===== config.mk =====
export PLATFORM = sky130hd
export DESIGN_NAME = axi_read_master
export DESIGN_NICKNAME = d
export VERILOG_FILES = /design/src/rtl/axi_read_master_pkg.sv /design/src/rtl/axi_burst_calc.sv /design/src/rtl/axi_read_master.sv
export SDC_FILE = /design/constraint.sdc
export NUM_CORES = 1
export LEC_CHECK = 0
export CAP_MARGIN = 20
export CORE_AREA = 4 4 483 485
export DETAILED_ROUTE_END_ITERATION = 12
export DIE_AREA = 0 0 487 489
export PLACE_DENSITY = 0.3
export SYNTH_ARGS = -nofsm -noshare
export SYNTH_HDL_FRONTEND = slang
export SYNTH_HIERARCHICAL = 1
export SYNTH_SLANG_ARGS = --single-unit
export TNS_END_PERCENT = 10

===== constraint.sdc =====
create_clock -name clk -period 5.5 [get_ports clk]
set_input_delay 1.65 -clock clk [delete_from_list [all_inputs] [get_ports clk]]
set_output_delay 1.65 -clock clk [all_outputs]
set_load 0.02 [all_outputs]

===== src/rtl/axi_read_master_pkg.sv =====
// Shared definitions for the AXI4 read initiator: AXI encodings, line/page
// geometry and the controller state type.
package axi_read_master_pkg;

  localparam logic [1:0]  RESP_OKAY  = 2'b00;
  localparam logic [2:0]  SIZE_64B   = 3'd6;
  localparam int unsigned LINE_BYTES = 64;
  localparam int unsigned PAGE_LINES = 64;

  typedef enum logic [1:0] {StIdle, StAr, StR, StDone} state_e;

endpackage


===== src/rtl/axi_burst_calc.sv =====
// Burst length calculator.
//   rem      : lines still to request (32 bit)
//   line_idx : line index of the burst start within its 4 KB page (addr[11:6])
//   blen     : min(rem, MAX_BURST, lines left in the page); 0 only when rem is 0
module axi_burst_calc
  import axi_read_master_pkg::*;
#(
  parameter int unsigned MAX_BURST = 16
) (
  input  logic [31:0] rem,
  input  logic [5:0]  line_idx,
  output logic [6:0]  blen
);

  localparam logic [6:0] MaxBurstW = 7'(MAX_BURST);

  logic [6:0] page_left;
  logic [6:0] cap;

  always_comb begin
    page_left = 7'(PAGE_LINES) - {1'b0, line_idx};
    cap       = (page_left < MaxBurstW) ? page_left : MaxBurstW;
    blen      = (rem < {25'b0, cap}) ? rem[6:0] : cap;
  end

endmodule


===== src/rtl/axi_read_master.sv =====
// AXI4 read initiator: accepts "read N 64-byte lines from address A", issues
// page-safe AR bursts one at a time and streams R beats to a consumer.
//   req_*       : command handshake (addr, line count)
//   out_*       : line stream to consumer; out_last marks final line of command
//   done / err  : one-cycle completion pulse and its error status
//   ar*_m / r*_m: AXI4 AR and R channels (512-bit data)
module axi_read_master
  import axi_read_master_pkg::*;
#(
  parameter logic [15:0] ID        = 16'h0,
  parameter int unsigned MAX_BURST = 16
) (
  input  logic         clk,
  input  logic         rst_n,
  input  logic [63:0]  req_addr,
  input  logic [31:0]  req_lines,
  input  logic         req_valid,
  output logic         req_ready,
  output logic [511:0] out_data,
  output logic         out_last,
  output logic         out_valid,
  input  logic         out_ready,
  output logic         done,
  output logic         err,
  output logic [15:0]  arid_m,
  output logic [63:0]  araddr_m,
  output logic [7:0]   arlen_m,
  output logic [2:0]   arsize_m,
  output logic         arvalid_m,
  input  logic         arready_m,
  input  logic [15:0]  rid_m,
  input  logic [511:0] rdata_m,
  input  logic [1:0]   rresp_m,
  input  logic         rlast_m,
  input  logic         rvalid_m,
  output logic         rready_m
);

  localparam logic [63:0] LineMask = 64'(LINE_BYTES - 1);

  state_e      state_q;
  logic [63:0] addr_q;
  logic [31:0] rem_q;
  logic [6:0]  blen_q;
  logic [6:0]  beat_q;
  logic        err_q;

  logic [31:0] calc_rem;
  logic [5:0]  calc_idx;
  logic [6:0]  calc_blen;
  logic [63:0] req_addr_al;

  assign req_addr_al = req_addr & ~LineMask;

  // In IDLE the next burst is sized from the incoming command, otherwise from
  // the already-advanced rem/addr registers.
  always_comb begin
    if (state_q == StIdle) begin
      calc_rem = req_lines;
      calc_idx = req_addr_al[11:6];
    end else begin
      calc_rem = rem_q;
      calc_idx = addr_q[11:6];
    end
  end

  axi_burst_calc #(
    .MAX_BURST(MAX_BURST)
  ) u_burst_calc (
    .rem      (calc_rem),
    .line_idx (calc_idx),
    .blen     (calc_blen)
  );

  // Outputs decoded from registered state only.
  assign req_ready = (state_q == StIdle);
  assign arvalid_m = (state_q == StAr);
  assign araddr_m  = addr_q;
  assign arlen_m   = {1'b0, blen_q - 7'd1};
  assign arsize_m  = SIZE_64B;
  assign arid_m    = ID;
  assign done      = (state_q == StDone);
  assign err       = err_q;

  // R channel passes straight through to the consumer.
  assign out_data  = rdata_m;
  assign out_valid = (state_q == StR) && rvalid_m;
  assign rready_m  = (state_q == StR) && out_ready;
  assign out_last  = (state_q == StR) && rlast_m && (rem_q == 32'd0);

  always_ff @(posedge clk or negedge rst_n) begin
    if (!rst_n) begin
      state_q <= StIdle;
      addr_q  <= '0;
      rem_q   <= '0;
      blen_q  <= '0;
      beat_q  <= '0;
      err_q   <= 1'b0;
    end else begin
      unique case (state_q)
        StIdle: begin
          if (req_valid) begin
            addr_q  <= req_addr_al;
            rem_q   <= req_lines;
            err_q   <= 1'b0;
            blen_q  <= calc_blen;
            state_q <= (req_lines != 32'd0) ? StAr : StDone;
          end
        end
        StAr: begin
          if (arready_m) begin
            beat_q  <= blen_q;
            rem_q   <= rem_q - {25'b0, blen_q};
            addr_q  <= addr_q + 64'(blen_q) * 64'(LINE_BYTES);
            state_q <= StR;
          end
        end
        StR: begin
          if (rvalid_m && rready_m) begin
            beat_q <= beat_q - 7'd1;
            // Early/missing rlast is flagged, but beat_q alone ends the burst.
            if (rresp_m != RESP_OKAY || rid_m != ID || rlast_m != (beat_q == 7'd1)) begin
              err_q <= 1'b1;
            end
            if (beat_q == 7'd1) begin
              if (rem_q != 32'd0) begin
                blen_q  <= calc_blen;
                state_q <= StAr;
              end else begin
                state_q <= StDone;
              end
            end
          end
        end
        StDone: begin
          state_q <= StIdle;
        end
        default: state_q <= StIdle;
      endcase
    end
  end

endmodule

==> results of run 1 <==
-- kinds of logic (layout without fill, tap and decap cells) --
family / after synthesis / in the layout / synth area share
and+or+nand+nor: 430 / 430 / 0.1811
adders and majority gates: 25 / 25 / 0.02661
xor gates and xnor gates: 13 / 13 / 0.009241
other: 4 / 41 / 0.001218
DFF: 107 / 107 / 0.2173
buffers and inverters: 632 / 266 / 0.3576
AOI/OAI and AO/OA: 310 / 310 / 0.1645
muxes: 47 / 47 / 0.04245
-- power by group through the flow --
stage | sequential (mW) | combinational, mW | clock [mW]
6_report | 1.84 | 4.58 | 0.807
5_1_grt | 1.93 | 5.06 | 0.865
4_1_cts | 1.85 | 4.76 | 0.858
3_5_place_dp | 1.86 | 4.74 | 0
3_3_place_gp | 1.86 | 4.75 | 0
2_1_floorplan | 1.85 | 2.98 | 0
-- flip-flops by register name (all words and copies together), names as in the netlist --
register  count
blen_q        7
err           1
state_q       2
araddr_m     58
beat_q        7
rem_q        32
-- synthesized netlist by cell type, types with 5 or more instances --
cell	number	area, um2
sky130_fd_sc_hd__nand4_1	23	143.9
sky130_fd_sc_hd__and4_1	7	61.31
sky130_fd_sc_hd__mux2i_1	5	50.05
sky130_fd_sc_hd__o311ai_0	6	52.55
sky130_fd_sc_hd__clkbuf_1	57	214.0
sky130_fd_sc_hd__and3_1	28	175.2
sky130_fd_sc_hd__nand3_1	50	250.2
sky130_fd_sc_hd__a2bb2oi_1	13	113.9
sky130_fd_sc_hd__o211ai_1	6	45.04
sky130_fd_sc_hd__or3_1	30	187.7
sky130_fd_sc_hd__nor4_1	34	212.7
sky130_fd_sc_hd__dfrtp_1	107	2678
sky130_fd_sc_hd__nor2b_1	6	37.54
sky130_fd_sc_hd__o22ai_1	16	100.1
sky130_fd_sc_hd__a31oi_1	16	100.1
sky130_fd_sc_hd__xnor2_1	9	78.83
sky130_fd_sc_hd__a21oi_1	79	395.4
sky130_fd_sc_hd__o21ai_0	67	335.3
sky130_fd_sc_hd__ha_1	23	287.8
sky130_fd_sc_hd__o21a_1	12	90.09
sky130_fd_sc_hd__buf_4	539	4046
sky130_fd_sc_hd__a311oi_1	15	131.4
sky130_fd_sc_hd__nand2b_1	5	31.28
sky130_fd_sc_hd__a21o_1	9	67.56
sky130_fd_sc_hd__nor2_1	73	274.0
sky130_fd_sc_hd__mux2_2	42	473.0
sky130_fd_sc_hd__a211oi_1	22	165.2
sky130_fd_sc_hd__nor3_1	39	195.2
sky130_fd_sc_hd__and2_1	13	81.33
sky130_fd_sc_hd__inv_1	30	112.6
sky130_fd_sc_hd__nand2_1	98	367.9
-- critical path, cell delays in order, from the launching register on --
cell                              delay (ns)
sky130_fd_sc_hd__dfrtp_1                0.45
sky130_fd_sc_hd__or4_4                  0.57
sky130_fd_sc_hd__or4_4                  0.45
sky130_fd_sc_hd__nor4_1                 0.48
sky130_fd_sc_hd__buf_4                  0.28
sky130_fd_sc_hd__and2_1                 0.14
sky130_fd_sc_hd__clkdlybuf4s50_1        0.61
-- cell type report --
class | instances | area share
antenna | 13 | 0.002252
clock buffer | 10 | 0.01654
clock inverter | 6 | 0.005716
inverter | 31 | 0.008228
multi-input combinational | 853 | 0.3714
sequential | 107 | 0.1853
tap | 3026 | 0.2621
timing repair buffer | 219 | 0.1484
-- metal layers --
metal	up-vias	global-route usage
met5	-	0.003623
met2	781	0.1471
met3	543	0.06235
li1	4299	-
met4	34	0.07439
met1	4784	0.06169
-- how the worst max path moves through the flow --
| stage | slack [ns] | depth (start not counted) | end | start |
|---|---|---|---|---|
| floorplan | 1.05 | 13 | blen_q[0]$_DFFE_PN0P_ | req_addr[6] |
| global placement | 0.25 | 14 | blen_q[2]$_DFFE_PN0P_ | req_addr[6] |
| detailed placement | 0.30 | 14 | blen_q[4]$_DFFE_PN0P_ | req_addr[6] |
| CTS | 0.42 | 7 | out_last | rem_q[16]$_DFFE_PN0P_ |
| global route | 0.30 | 7 | out_last | rem_q[15]$_DFFE_PN0P_ |
| finish | 0.46 | 6 | out_last | rem_q[24]$_DFFE_PN0P_ |
-- stage by stage --
stage / cell area, um2 / hold slack [ns] / setup WS (ns) / utilization / std cells
2_1_floorplan: 12410 / 0.4719 / 1.054 / - / 1592
3_3_place_gp: 14080 / 0.4870 / 0.2525 / 0.06141 / 4234
3_5_place_dp: 14080 / 0.4946 / 0.3003 / 0.06144 / 4235
4_1_cts: 14410 / 0.5221 / 0.4189 / 0.06284 / 4251
5_1_grt: 14430 / 0.5726 / 0.2958 / 0.06295 / 4259
6_report: 14450 / 0.5077 / 0.4584 / 0.06302 / 4265
==> implementation parameters, run 1 <==
Parameter                              Value

Yosys
  YS warnings ... 6
  Most instantiated flip-flop cell in the synthesis netlist ... sky130_fd_sc_hd__dfrtp_1
  Sequential-to-total area share from yosys stat ... 0.2173
  Post-synthesis instance area ... 0.01232 mm2
  Number of synthesized register bits ... 107
  Average footprint of a synthesized cell ... 7.858 um2
  Number of distinct library cells after synthesis ... 70
  Share of flip-flops with an asynchronous set or reset after synthesis ... 1.000
  Cell count after synthesis ... 1568
  Number of synthesized flops with an enable pin ... 0

Floorplan
  Initial cell density of the core ... 0.05375
  Die area ... 0.2381 mm2
  I/O pin count ... 1243
  Floorplan die width ... 487 um
  Die Ht ... 489 um
  Total number of placement rows ... 176
  Core box area ... 0.2292 mm2

Power
  Power share of the clock group ... 0.112
  Net switching share of the total power ... 0.5424
  Switching component of the power ... 3.923 mW
  P_int ... 3.309 mW
  Share of total power in combinational logic ... 0.634
  Worst voltage drop across the vdd grid ... 0.2366 mV
  Sequential share of power ... 0.255
  Total power density per cell area ... 500.6 mW/mm2
  Total power draw ... 7.232 mW
  Standby leakage power ... 4.243 nW

Timing
  Post-route setup TNS ... 0 ns
  Minimum period implied by the final worst setup slack ... 5.042 ns
  Top achievable clock speed ... 0.1984 GHz
  Final hold violation count ... 0
  Number of pins exceeding their max-slew limit in the final report ... 0
  Worst setup skew after layout ... 0.02704 ns
  Least-Margin Pin Slew ... 0.9753 ns
  Setup Viol. Count Final ... 0
  RSZ-0062 raised after global routing ... no
  Final worst path period share ... 0.9166
  Slew Limit Headroom ... 0.3429

Detailed routing
  First-pass iteration count of the detailed router ... 5
  Remaining number of nets flagged by the antenna check after routing ... 0
  Wire length per cell after detailed routing ... 24.95 um
  Met3 Wirelength ... 17.67 mm
  Detailed-routed wire length on met2 ... 51.34 mm
  Iteration-0 DRC count of the detailed router ... 550
  Via density per instance ... 2.448
  Drt total wl ... 106.4 mm
  Sum of routed wire segments on met1 ... 26.59 mm
  Highest signal layer in the routed design ... met5
  Post-route DRC violation count ... 0
  Vias ... 10440

Cells and area
  Leading cell types in the layout, fill and taps excluded ... 185 x sky130_fd_sc_hd__clkdlybuf4s50_1, 107 x sky130_fd_sc_hd__dfrtp_1, 97 x sky130_fd_sc_hd__nand2_1, 78 x sky130_fd_sc_hd__a21oi_1, 71 x sky130_fd_sc_hd__nor2_1
  Area of the multi-input gates ... 0.005365 mm2
  Relative area change from synthesis to final layout ... 17.25%
  Proportion of layout cells with a drive suffix above 1 ... 0.09217
  Number of filler cells placed in the layout ... 26960
  Most frequent standard cell in the layout excluding fill and tap cells ... sky130_fd_sc_hd__clkdlybuf4s50_1
  Final layout net count ... 1879
  Sequential standard cell area ... 0.002678 mm2

Clock network
  Inserted Clock Buffers ... 9
  Number of buffers on the longest clock path ... 2
  Number of post-CTS setup repair buffers ... 0
  Root Driver ... sky130_fd_sc_hd__clkbuf_16
  Depth of the CTS H-tree ... 3
  Number of hold-repair buffers added at the cts stage ... 0
  Clock Latency Late Sink ... 0.43 ns
  CTS sink count ... 107
  CTS-repair resized insts ... 0
  Clock transition time at the flip-flop clock pins of the worst setup and hold paths ... 0.11 ns
  CTS tree ... yes

Setup path
  Data required time at the worst endpoint ... 3.85 ns
  Worst Path Arrival ... 3.39 ns
  Nature of the critical path endpoint ... primary output
  Number of cells on the worst reg-to-reg path ... 14
  R2r startpoint ... state_q[0]$_DFFE_PN0P_
  Reg2Reg Capture Point ... blen_q[4]$_DFFE_PN0P_
  Max FO, Critical Path ... 6
  Launching element type of the critical path ... flop
  Worst reg-to-reg setup slack ... 1.34 ns
  Worst setup path category ... reg2out

GRT
  Remaining global-route overflow ... 0
  Global-route wire length before repair ... 130.3 mm
  Pin count of the biggest net entering global routing ... 108
  GR Util All Layers ... 0.08562
  Via count of the first global-routing pass ... 10330
  Number of antenna violations at the first check in global routing ... 63

Run
  Max-cap violations ... 0

Place
  DPL Wire Length ... 90.81 mm
  Placer Congestion ... 0.7155
  Number of buffers added on ports ... 186

Hold path
  Hold path endpoint ... err$_DFFE_PN0P_
  Hold Path Stages ... 2
  Launch point of the worst hold path ... err$_DFFE_PN0P_
  Class of the most critical hold timing path ... reg2reg

Outcome
  Result of the run ... completed
Power figures use the tool's default switching activity.
==> run 2, diff against run 1 <==
==> constraint.sdc (replaced) <==
create_clock -name clk -period 5.5 [get_ports clk]
set_input_delay 1.1 -clock clk [delete_from_list [all_inputs] [get_ports clk]]
set_output_delay 1.1 -clock clk [all_outputs]
set_load 0.02 [all_outputs]
==> implementation parameters, run 2 (synthesis results as in run 1) <==
Parameter                              Value

Outcome
  Result of the run ... completed

Clock network
  Depth of the CTS H-tree ... 3
  Number of post-CTS setup repair buffers ... 0
  CTS sink count ... 107
  Clock transition time at the flip-flop clock pins of the worst setup and hold paths ... 0.10 ns
  CTS tree ... yes
  CTS-repair resized insts ... 0
  Number of buffers on the longest clock path ... 2
  Root Driver ... sky130_fd_sc_hd__clkbuf_16
  Inserted Clock Buffers ... 9
  Number of hold-repair buffers added at the cts stage ... 0
  Clock Latency Late Sink ... 0.42 ns

Place
  Instance area at placement ... 0.01400 mm2
  Cell Count Post-Placement ... 4224
  DPL Wire Length ... 89.69 mm
  Placer Congestion ... 0.7112
  Number of buffers added on ports ... 186
  Place WS ... 0.8203 ns

Setup path
  Worst Path Arrival ... 3.67 ns
  Nature of the critical path endpoint ... primary output
  Launch point of the critical path ... state_q[1]$_DFFE_PN0P_
  Longest individual stage delay on the worst path ... 0.82 ns
  Launching element type of the critical path ... flop
  Max FO, Critical Path ... 16
  Slowest cell on the critical path ... sky130_fd_sc_hd__dfrtp_1
  Data required time at the worst endpoint ... 4.40 ns
  Bufs and invs on worst path ... 2
  Number of cells on the worst reg-to-reg path ... 12
  Worst setup path category ... reg2out
  R2r startpoint ... state_q[1]$_DFFE_PN0P_
  Critical path depth in cells ... 7
  Dominant delay contributor by cell family on the critical path ... simple AND/OR/NAND/NOR gates
  Cell Chain, Critical Path ... nand2b_1 -> nor3_1 -> nand3_1 -> nor4_1 -> buf_4 -> and2_1 -> clkdlybuf4s50_1

Floorplan
  Die area ... 0.2381 mm2
  Core box area ... 0.2292 mm2
  Die Ht ... 489 um
  I/O pin count ... 1243
  Floorplan die width ... 487 um
  Total number of placement rows ... 176
  Initial cell density of the core ... 0.05375

Power
  Sequential share of power ... 0.266
  Net switching share of the total power ... 0.5465
  Worst voltage drop across the vdd grid ... 0.2035 mV
  Power share of the clock group ... 0.103
  Standby leakage power ... 4.168 nW
  Total power draw ... 7.071 mW
  Share of total power in combinational logic ... 0.631
  Switching component of the power ... 3.864 mW
  P_int ... 3.207 mW
  Total power density per cell area ... 494.4 mW/mm2

GRT
  Number of antenna violations at the first check in global routing ... 62
  GR met3 Demand/Resource ... 0.06210
  Met1 Resource Use GR ... 0.06178
  GR Util All Layers ... 0.08475
  Top Usage Layer GRT ... met2
  Via count of the first global-routing pass ... 10210
  Remaining global-route overflow ... 0
  Pin count of the biggest net entering global routing ... 108
  Global-route wire length before repair ... 128.8 mm
  Met2 usage ... 0.1471

Detailed routing
  Wire length per cell after detailed routing ... 24.86 um
  Drt total wl ... 105.6 mm
  Vias ... 10310
  Post-route DRC violation count ... 0
  First-pass iteration count of the detailed router ... 5
  Via density per instance ... 2.427
  Remaining number of nets flagged by the antenna check after routing ... 0
  Iteration-0 DRC count of the detailed router ... 605

Cells and area
  End-of-flow core utilization ... 0.06239
  Number of filler cells placed in the layout ... 26960
  Proportion of layout cells with a drive suffix above 1 ... 0.08155
  Final layout net count ... 1867
  Final instance area ... 0.01430 mm2
  Relative area change from synthesis to final layout ... 16.08%
  Leading cell types in the layout, fill and taps excluded ... 185 x sky130_fd_sc_hd__clkdlybuf4s50_1, 107 x sky130_fd_sc_hd__dfrtp_1, 97 x sky130_fd_sc_hd__nand2_1, 78 x sky130_fd_sc_hd__a21oi_1, 71 x sky130_fd_sc_hd__nor2_1
  Number of flip-flops in the largest register ... 58
  Most frequent standard cell in the layout excluding fill and tap cells ... sky130_fd_sc_hd__clkdlybuf4s50_1
  Final cell count without fillers ... 4249

Timing
  Post-route setup TNS ... 0 ns
  Number of pins exceeding their max-slew limit in the final report ... 0
  Worst setup skew after layout ... 0.02439 ns
  Least-Margin Pin Slew ... 1.004 ns
  Final WS setup ... 0.7263 ns
  Slew Limit Headroom ... 0.3238
  Worst hold slack ... 0.5149 ns
  Setup Viol. Count Final ... 0
  Final worst path period share ... 0.8679
  Final hold violation count ... 0
  Minimum period implied by the final worst setup slack ... 4.774 ns
  Top achievable clock speed ... 0.2095 GHz
  RSZ-0062 raised after global routing ... no

Run
  Max-cap violations ... 0

Hold path
  Launch point of the worst hold path ... err$_DFFE_PN0P_
  Hold Path Stages ... 2
  Class of the most critical hold timing path ... reg2reg
run 2: changes by cell type in the layout (fill, tap and decap cells not counted), sizes merged:
| cell | before | now |
|---|---|---|
| diode | 13 | 9 |
| buf | 33 | 22 |
| clkinv | 1 | 2 |
| bufinv | 1 | 0 |
| clkinvlp | 1 | 0 |
run 2: final cells by class:
cell class | instances | area (um2) | share of cell area
Antenna cell | 9 | 22.52 | 0.001575
Inverter | 31 | 118.9 | 0.008311
Tap cell | 3026 | 3786 | 0.2647
Timing Repair Buffer | 207 | 2052 | 0.1435
Clock buffer | 11 | 232.7 | 0.01627
Sequential cell | 107 | 2678 | 0.1872
Clock inverter | 5 | 46.29 | 0.003237
Multi-Input combinational cell | 853 | 5365 | 0.3752
run 2: path summary, 6_finish.rpt:
kind	endpoint	slack, ns
worst max-delay path	out_last	0.73
worst min-delay path	err$_DFFE_PN0P_	0.51
worst max register to register	blen_q[1]$_DFFE_PN0P_	1.22
worst min register to register	err$_DFFE_PN0P_	0.51
max in group asynchronous	araddr_m[29]$_DFFE_PN0P_	4.01
min in group asynchronous	araddr_m[6]$_DFFE_PN0P_	0.73
run 2: worst reg2reg max path, delay by kind of cell, from the launching register on:
kind | cells | cell delay (ns)
AOI/OAI and AO/OA | 4 | 1.00
muxes | 3 | 0.93
and+or+nand+nor | 3 | 0.77
DFF | 1 | 0.66
buffers and inverters | 1 | 0.52
adders and majority gates | 1 | 0.31
run 2: metal layers:
metal | wire length, um | vias to the layer above
met2 | 51060 | 799
met3 | 17650 | 544
met5 | 337 | -
met1 | 26670 | 4663
li1 | - | 4265
met4 | 9907 | 40
run 2: power groups by stage:
stage	Clock, mW	Combinational (mW)	Sequential, mW
6_report	0.731	4.46	1.88
5_1_grt	0.788	4.91	1.96
4_1_cts	0.774	4.62	1.89
3_5_place_dp	0	4.61	1.90
3_3_place_gp	0	4.62	1.90
2_1_floorplan	0	2.98	1.85
